[src/rtl/noc_router.sv]
// noc_router: 5-port input-buffered mesh/torus router, XY routing, per-output round-robin.
// Define NOC_ROUTER_STATS_EN to add per-output forwarded-flit counters on stat_fwd.
module noc_router #(
    parameter int MESH_WIDTH  = 3,
    parameter int MESH_HEIGHT = 3,
    parameter int NODE_X      = 0,
    parameter int NODE_Y      = 0,
    parameter int DATA_WIDTH  = 8,
    parameter int FIFO_DEPTH  = 4,
    parameter int TORUS       = 0,
    localparam int XW     = (MESH_WIDTH > 1) ? $clog2(MESH_WIDTH) : 1,
    localparam int YW     = (MESH_HEIGHT > 1) ? $clog2(MESH_HEIGHT) : 1,
    localparam int FLIT_W = YW + XW + DATA_WIDTH
) (
    input  logic                clk,
    input  logic                rst,
    input  logic [4:0]          in_valid,
    output logic [4:0]          in_ready,
    input  logic [5*FLIT_W-1:0] in_flit,
    output logic [4:0]          out_valid,
    input  logic [4:0]          out_ready,
    output logic [5*FLIT_W-1:0] out_flit,
`ifdef NOC_ROUTER_STATS_EN
    output logic [5*16-1:0]     stat_fwd,
`endif
    output logic [4:0]          drop_pulse
);

    localparam int AW = $clog2(FIFO_DEPTH);
    localparam int CW = AW + 1;
    localparam logic [2:0] P_NORTH = 3'd0;
    localparam logic [2:0] P_SOUTH = 3'd1;
    localparam logic [2:0] P_EAST  = 3'd2;
    localparam logic [2:0] P_WEST  = 3'd3;
    localparam logic [2:0] P_LOCAL = 3'd4;

    typedef logic [FLIT_W-1:0] flit_t;

    flit_t         mem_q [5][FIFO_DEPTH];
    flit_t         mem_d [5][FIFO_DEPTH];
    logic [AW-1:0] rd_ptr_q [5];
    logic [AW-1:0] rd_ptr_d [5];
    logic [AW-1:0] wr_ptr_q [5];
    logic [AW-1:0] wr_ptr_d [5];
    logic [CW-1:0] count_q [5];
    logic [CW-1:0] count_d [5];
    logic [4:0]    out_valid_q, out_valid_d;
    flit_t         out_flit_q [5];
    flit_t         out_flit_d [5];
    logic [2:0]    rr_ptr_q [5];
    logic [2:0]    rr_ptr_d [5];
    flit_t         head [5];
    logic [2:0]    route [5];
    logic [4:0]    head_valid, drop, granted, push;

    // Torus picks the shorter wrapped direction per dimension; ties go EAST/SOUTH.
    function automatic logic [2:0] route_fn(input logic [XW-1:0] dx, input logic [YW-1:0] dy);
        int x, y, fwd;
        x = int'(dx);
        y = int'(dy);
        route_fn = P_LOCAL;
        if (x != NODE_X) begin
            if (TORUS != 0) begin
                fwd = (x - NODE_X + MESH_WIDTH) % MESH_WIDTH;
                route_fn = (fwd <= MESH_WIDTH - fwd) ? P_EAST : P_WEST;
            end else begin
                route_fn = (x > NODE_X) ? P_EAST : P_WEST;
            end
        end else if (y != NODE_Y) begin
            if (TORUS != 0) begin
                fwd = (y - NODE_Y + MESH_HEIGHT) % MESH_HEIGHT;
                route_fn = (fwd <= MESH_HEIGHT - fwd) ? P_SOUTH : P_NORTH;
            end else begin
                route_fn = (y > NODE_Y) ? P_SOUTH : P_NORTH;
            end
        end
    endfunction

    always_comb begin
        logic       found;
        logic [2:0] winner;
        logic [2:0] cand;
        found       = 1'b0;
        winner      = '0;
        cand        = '0;
        mem_d       = mem_q;
        rd_ptr_d    = rd_ptr_q;
        wr_ptr_d    = wr_ptr_q;
        count_d     = count_q;
        out_valid_d = out_valid_q & ~out_ready;
        out_flit_d  = out_flit_q;
        rr_ptr_d    = rr_ptr_q;
        granted     = '0;

        for (int p = 0; p < 5; p++) begin
            head[p]       = mem_q[p][rd_ptr_q[p]];
            head_valid[p] = (count_q[p] != '0);
            drop[p]       = head_valid[p] &&
                            ((int'(head[p][DATA_WIDTH +: XW]) >= MESH_WIDTH) ||
                             (int'(head[p][DATA_WIDTH+XW +: YW]) >= MESH_HEIGHT));
            route[p]      = route_fn(head[p][DATA_WIDTH +: XW], head[p][DATA_WIDTH+XW +: YW]);
            push[p]       = in_valid[p] & in_ready[p];
        end

        for (int o = 0; o < 5; o++) begin
            found  = 1'b0;
            winner = '0;
            if (!out_valid_q[o] || out_ready[o]) begin
                for (int k = 0; k < 5; k++) begin
                    cand = 3'((int'(rr_ptr_q[o]) + k) % 5);
                    if (!found && head_valid[cand] && !drop[cand] && route[cand] == 3'(o)) begin
                        found  = 1'b1;
                        winner = cand;
                    end
                end
            end
            if (found) begin
                granted[winner] = 1'b1;
                out_valid_d[o]  = 1'b1;
                out_flit_d[o]   = head[winner];
                rr_ptr_d[o]     = (winner == 3'd4) ? 3'd0 : winner + 3'd1;
            end
        end

        for (int p = 0; p < 5; p++) begin
            if (push[p]) begin
                mem_d[p][wr_ptr_q[p]] = in_flit[p*FLIT_W +: FLIT_W];
                wr_ptr_d[p]           = wr_ptr_q[p] + AW'(1);
            end
            if (drop[p] || granted[p]) begin
                rd_ptr_d[p] = rd_ptr_q[p] + AW'(1);
            end
            count_d[p] = count_q[p] + CW'(push[p]) - CW'(drop[p] | granted[p]);
        end
    end

    always_ff @(posedge clk) begin
        mem_q <= mem_d;
        if (rst) begin
            rd_ptr_q    <= '{default: '0};
            wr_ptr_q    <= '{default: '0};
            count_q     <= '{default: '0};
            out_flit_q  <= '{default: '0};
            rr_ptr_q    <= '{default: '0};
            out_valid_q <= '0;
        end else begin
            rd_ptr_q    <= rd_ptr_d;
            wr_ptr_q    <= wr_ptr_d;
            count_q     <= count_d;
            out_flit_q  <= out_flit_d;
            rr_ptr_q    <= rr_ptr_d;
            out_valid_q <= out_valid_d;
        end
    end

    for (genvar g = 0; g < 5; g++) begin : g_port
        assign in_ready[g]                  = (count_q[g] != CW'(FIFO_DEPTH));
        assign out_flit[g*FLIT_W +: FLIT_W] = out_flit_q[g];
    end
    assign out_valid  = out_valid_q;
    assign drop_pulse = drop;

`ifdef NOC_ROUTER_STATS_EN
    logic [15:0] stat_q [5];
    logic [15:0] stat_d [5];

    always_comb begin
        stat_d = stat_q;
        for (int o = 0; o < 5; o++) begin
            if (out_valid_q[o] && out_ready[o] && stat_q[o] != 16'hFFFF) begin
                stat_d[o] = stat_q[o] + 16'd1;
            end
        end
    end

    always_ff @(posedge clk) begin
        if (rst) begin
            stat_q <= '{default: '0};
        end else begin
            stat_q <= stat_d;
        end
    end

    for (genvar g = 0; g < 5; g++) begin : g_stat
        assign stat_fwd[g*16 +: 16] = stat_q[g];
    end
`endif

endmodule
[config.mk]
export PLATFORM = sky130hd
export DESIGN_NAME = noc_router
export DESIGN_NICKNAME = d
export VERILOG_FILES = /design/src/rtl/noc_router.sv
export SDC_FILE = /design/constraint.sdc
export NUM_CORES = 1
export LEC_CHECK = 0
export ABC_AREA = 1
export CORE_UTILIZATION = 46
export CTS_CLUSTER_DIAMETER = 100
export DETAILED_ROUTE_END_ITERATION = 12
export GPL_TIMING_DRIVEN = 0
export HOLD_SLACK_MARGIN = 0.15
export PLACE_DENSITY = 0.65
export SLEW_MARGIN = 30
export SYNTH_ARGS = -nofsm -noshare
export SYNTH_HDL_FRONTEND = slang
export SYNTH_SLANG_ARGS = --single-unit
[constraint.sdc]
create_clock -name clk -period 6.2 [get_ports clk]
set_clock_uncertainty 0.05 [all_clocks]
set_input_delay 1.24 -clock clk [delete_from_list [all_inputs] [get_ports clk]]
set_output_delay 1.24 -clock clk [all_outputs]
set_load 0.005 [all_outputs]
==> impl_summary.log <==
[metrics] run status: completed
[metrics] Final setup violation count: 0
[metrics] top_reg_cell synth: sky130_fd_sc_hd__edfxtp_1
[metrics] async set-or-reset flop fraction in the synthesized netlist: 0
[metrics] clk_lat worst skew: roughly 0.55 ns
[metrics] headroom to the max-slew limit: 0.3748
[metrics] antenna violations before repair: 1
[metrics] startpoint of the worst hold path: out_flit[40]
[metrics] type of the worst min-delay path: flop to flop
[metrics] Maximum Capacitance Violations: 0
[metrics] full die area: 44450 um^2
[metrics] library cell occupying the most area in the post-synthesis netlist: sky130_fd_sc_hd__edfxtp_1
[metrics] number of optimization iterations in the first detailed-route pass: 7
[metrics] area of the core: 43080 um^2
[metrics] placement-stage cell area: about 22000 um^2
[metrics] antenna cells: 0
[metrics] post-detailed-route count of antenna-violating nets: 0
[metrics] DR iter-0 viols: 1571
[metrics] reg-to-reg endpoint: count_q[8]
[metrics] Total Nets Final: 2868
[metrics] Syn-to-layout area delta: 18.03%
[metrics] sum of negative setup slack: 0 ns
[metrics] post-route design area: approximately 24000 um^2
[metrics] filler cell count in the final layout: roughly 4k
[metrics] effective utilization at floorplan: 0.4657
[metrics] ratio of cells with drive above 1 in the final layout: 0.09739
[metrics] total of buffers placed on input and output ports: 145
[metrics] CTS root buf: sky130_fd_sc_hd__clkbuf_16
[metrics] most repeated library cell on the critical path: sky130_fd_sc_hd__nand2_1
[metrics] portion of the post-synthesis area used by sequential elements: 0.4681
[metrics] number of synthesized register bits: 349
[metrics] Placer Congestion: 0.9806
[metrics] kind of cell with the highest combined delay on the critical path: simple AND/OR/NAND/NOR gates
[metrics] path depth of the worst reg2reg path: 32
[metrics] Critical Path End Type: flop
[metrics] Cell Count, Final, Fillers Out: approximately 3.3k
[metrics] maximum number of pins on one net before global-route repair: 15
[metrics] FF+latch area: 9398 um^2
[metrics] worst hold path stage count: 2
[metrics] final routed DRC violation total: 0
[metrics] vias in the first global route: ~16k
[metrics] post-detailed-routing wire length: around 60 mm
[metrics] worst path buffer plus inverter count: 7
[metrics] launch point of the worst reg-to-reg path: rr_ptr_q[0]
[metrics] chip height: 210.8 um
[metrics] worst-case register-to-register setup slack: approximately 0.43 ns
[metrics] main area contributors after synthesis: sky130_fd_sc_hd__edfxtp_1 36%, sky130_fd_sc_hd__nand2_1 11%, sky130_fd_sc_hd__dfxtp_1 11%, sky130_fd_sc_hd__nand3_1 8.7%, sky130_fd_sc_hd__ha_1 6.1%
[metrics] total instance count after detailed placement: 3219
[metrics] utilization after layout: 0.5496
[metrics] top-area cell type share of the netlist area: 0.3593
[metrics] total number of vias: 17.81k
[metrics] overall global routing resource usage: 0.2691
[metrics] Post-synth EDFFs: 240
[metrics] number of H-tree branching levels: 2
[metrics] Placement Rows: 76
[metrics] gate count after technology mapping: 2489
[metrics] Final Hold Viols: 0
[metrics] hold-fix buffers at CTS: 0
[metrics] minimum period implied by the final worst setup slack: 5.772 ns
[metrics] delay contributed by the slowest stage of the critical path: ~0.45 ns
[metrics] maximum clock rate: ~170 MHz
[metrics] number of top-level pins: 147
[metrics] number of library cell types mapped by synthesis: 50
[metrics] number of warnings issued by yosys: 0
[metrics] CTS Buffer Depth: 3
[metrics] arrival time at the worst endpoint: just over 6 ns
[metrics] cts bufs inserted: 38
[metrics] most frequent cell after synthesis: sky130_fd_sc_hd__nand2_1
[metrics] highest fanout seen on the critical path: 10
[metrics] Clk pin slew, worst setup/hold paths: 0.06 ns
[metrics] wire per inst: 18.29 um
[metrics] mean post-synth cell area: slightly above 8 um^2
[metrics] slew of the pin with the lowest slew margin: 0.9378 ns
[metrics] CTS tree: yes
[metrics] area taken by multi-input logic gates: 9139 um^2
[metrics] global-route wire length before repair: 91.62 mm
[metrics] CP max-delay cell: sky130_fd_sc_hd__fa_1
[metrics] CTS sink count: 349
[metrics] WHS Endpoint: out_flit[40]
[metrics] critical path type: flop to flop
[metrics] kind of start point of the critical path: flop
[metrics] Vias/cell: 5.388
[metrics] mapped cell area: around 20000 um^2
[metrics] horizontal die dimension: 210.8 um
[metrics] Slew Viols, Final: 0
[metrics] share of the cycle needed by the critical path after routing: 0.9310
[metrics] remaining global-route overflow: 0
[metrics] estimated wirelength of the detail-placed design: 45.55 mm
[metrics] required time at the worst-slack endpoint: 6.62 ns
[metrics] synthesized netlist net count: 2665
[metrics] top cell types by occurrence after synthesis: 601 x sky130_fd_sc_hd__nand2_1, 349 x sky130_fd_sc_hd__nand3_1, 259 x sky130_fd_sc_hd__inv_1
==> state kept, by name, indices dropped and copies added (netlist names) <==
name       cells
wr_ptr_q      10
out_flit      60
count_q       15
out_valid      5
mem_q        240
rd_ptr_q      10
rr_ptr_q       9
==> worst max path at each step <==
stage	cells after the start	start	slack (ns)	end
after global routing	39	rr_ptr_q[0]	-0.02	count_q[8]
after CTS	36	rr_ptr_q[0]	0.002	count_q[8]
final	32	rr_ptr_q[0]	0.43	count_q[8]
after global placement	35	rr_ptr_q[0]	0.20	count_q[11]
after floorplan	38	rr_ptr_q[6]	1.18	count_q[14]
after detailed placement	36	rr_ptr_q[0]	0.07	count_q[8]
==> layer usage <==
layer  routed length (um)  vias up  GRT usage
li1                     -     8730          -
met1                25900     8410     0.3515
met2                29100      565     0.4539
met3                 3743      108    0.04089
met4                 1727        0    0.09345
met5                    0        -          0
==> worst register-to-register path, delay by kind of cell, from the launching register on <==
family / cells / cell delay [ns]
XOR/XNOR: 1 / 0.13
flip-flops: 1 / 0.42
AO/OA/AOI/OAI: 3 / 0.48
AND/OR/NAND/NOR: 15 / 2.01
adder cells (fa/ha/maj): 6 / 1.74
buffers and inverters: 7 / 0.89
==> placed cells by master (no fill, tap or decap), types with 43 or more instances in the layout <==
cell / netlist / layout
sky130_fd_sc_hd__clkbuf_1: 33 / 44
sky130_fd_sc_hd__nand3_1: 349 / 349
sky130_fd_sc_hd__ha_1: 98 / 95
sky130_fd_sc_hd__a21oi_1: 79 / 79
sky130_fd_sc_hd__o21ai_0: 146 / 145
sky130_fd_sc_hd__dfxtp_1: 109 / 104
sky130_fd_sc_hd__nor2_1: 251 / 230
sky130_fd_sc_hd__inv_1: 259 / 253
sky130_fd_sc_hd__o22ai_1: 43 / 43
sky130_fd_sc_hd__edfxtp_1: 240 / 240
sky130_fd_sc_hd__nand2_1: 601 / 600
sky130_fd_sc_hd__clkdlybuf4s50_1: 0 / 145
==> through the flow <==
stage | hold slack [ns] | worst slack (ns)
after CTS | 0.3721 | 0.001544
final | 0.3693 | 0.4280
after global placement | 0.3605 | 0.2033
after global routing | 0.3869 | -0.01958
after floorplan | 0.3696 | 1.181
after detailed placement | 0.3628 | 0.07104
==> final cells by class <==
class / instances / share of cell area
sequential: 349 / 0.3969
timing repair buffer: 163 / 0.06717
tap: 585 / 0.03091
inverter: 295 / 0.04825
clock inverter: 17 / 0.006236
multi-input combinational: 1760 / 0.3860
buffer: 85 / 0.02066
clock buffer: 52 / 0.04386
==> kinds of logic (layout without fill, tap and decap cells) <==
family / count (synthesis) / after routing / synth area share
fa+ha+maj: 104 / 104 / 0.06712
flops: 349 / 349 / 0.4681
simple gates: 1326 / 1326 / 0.2919
buf+inv: 380 / 612 / 0.08009
xor+xnor: 20 / 20 / 0.008733
compound gates: 310 / 310 / 0.08414
==> what timing repair did <==
action / in CTS / in global routing
gates resized for setup: 0 / 22
endpoints found under the setup margin: 0 / 12
setup buffers: 0 / 17
Power is not shown: default switching activity piles up to over one toggle a cycle in this logic, so the estimate is an artifact.
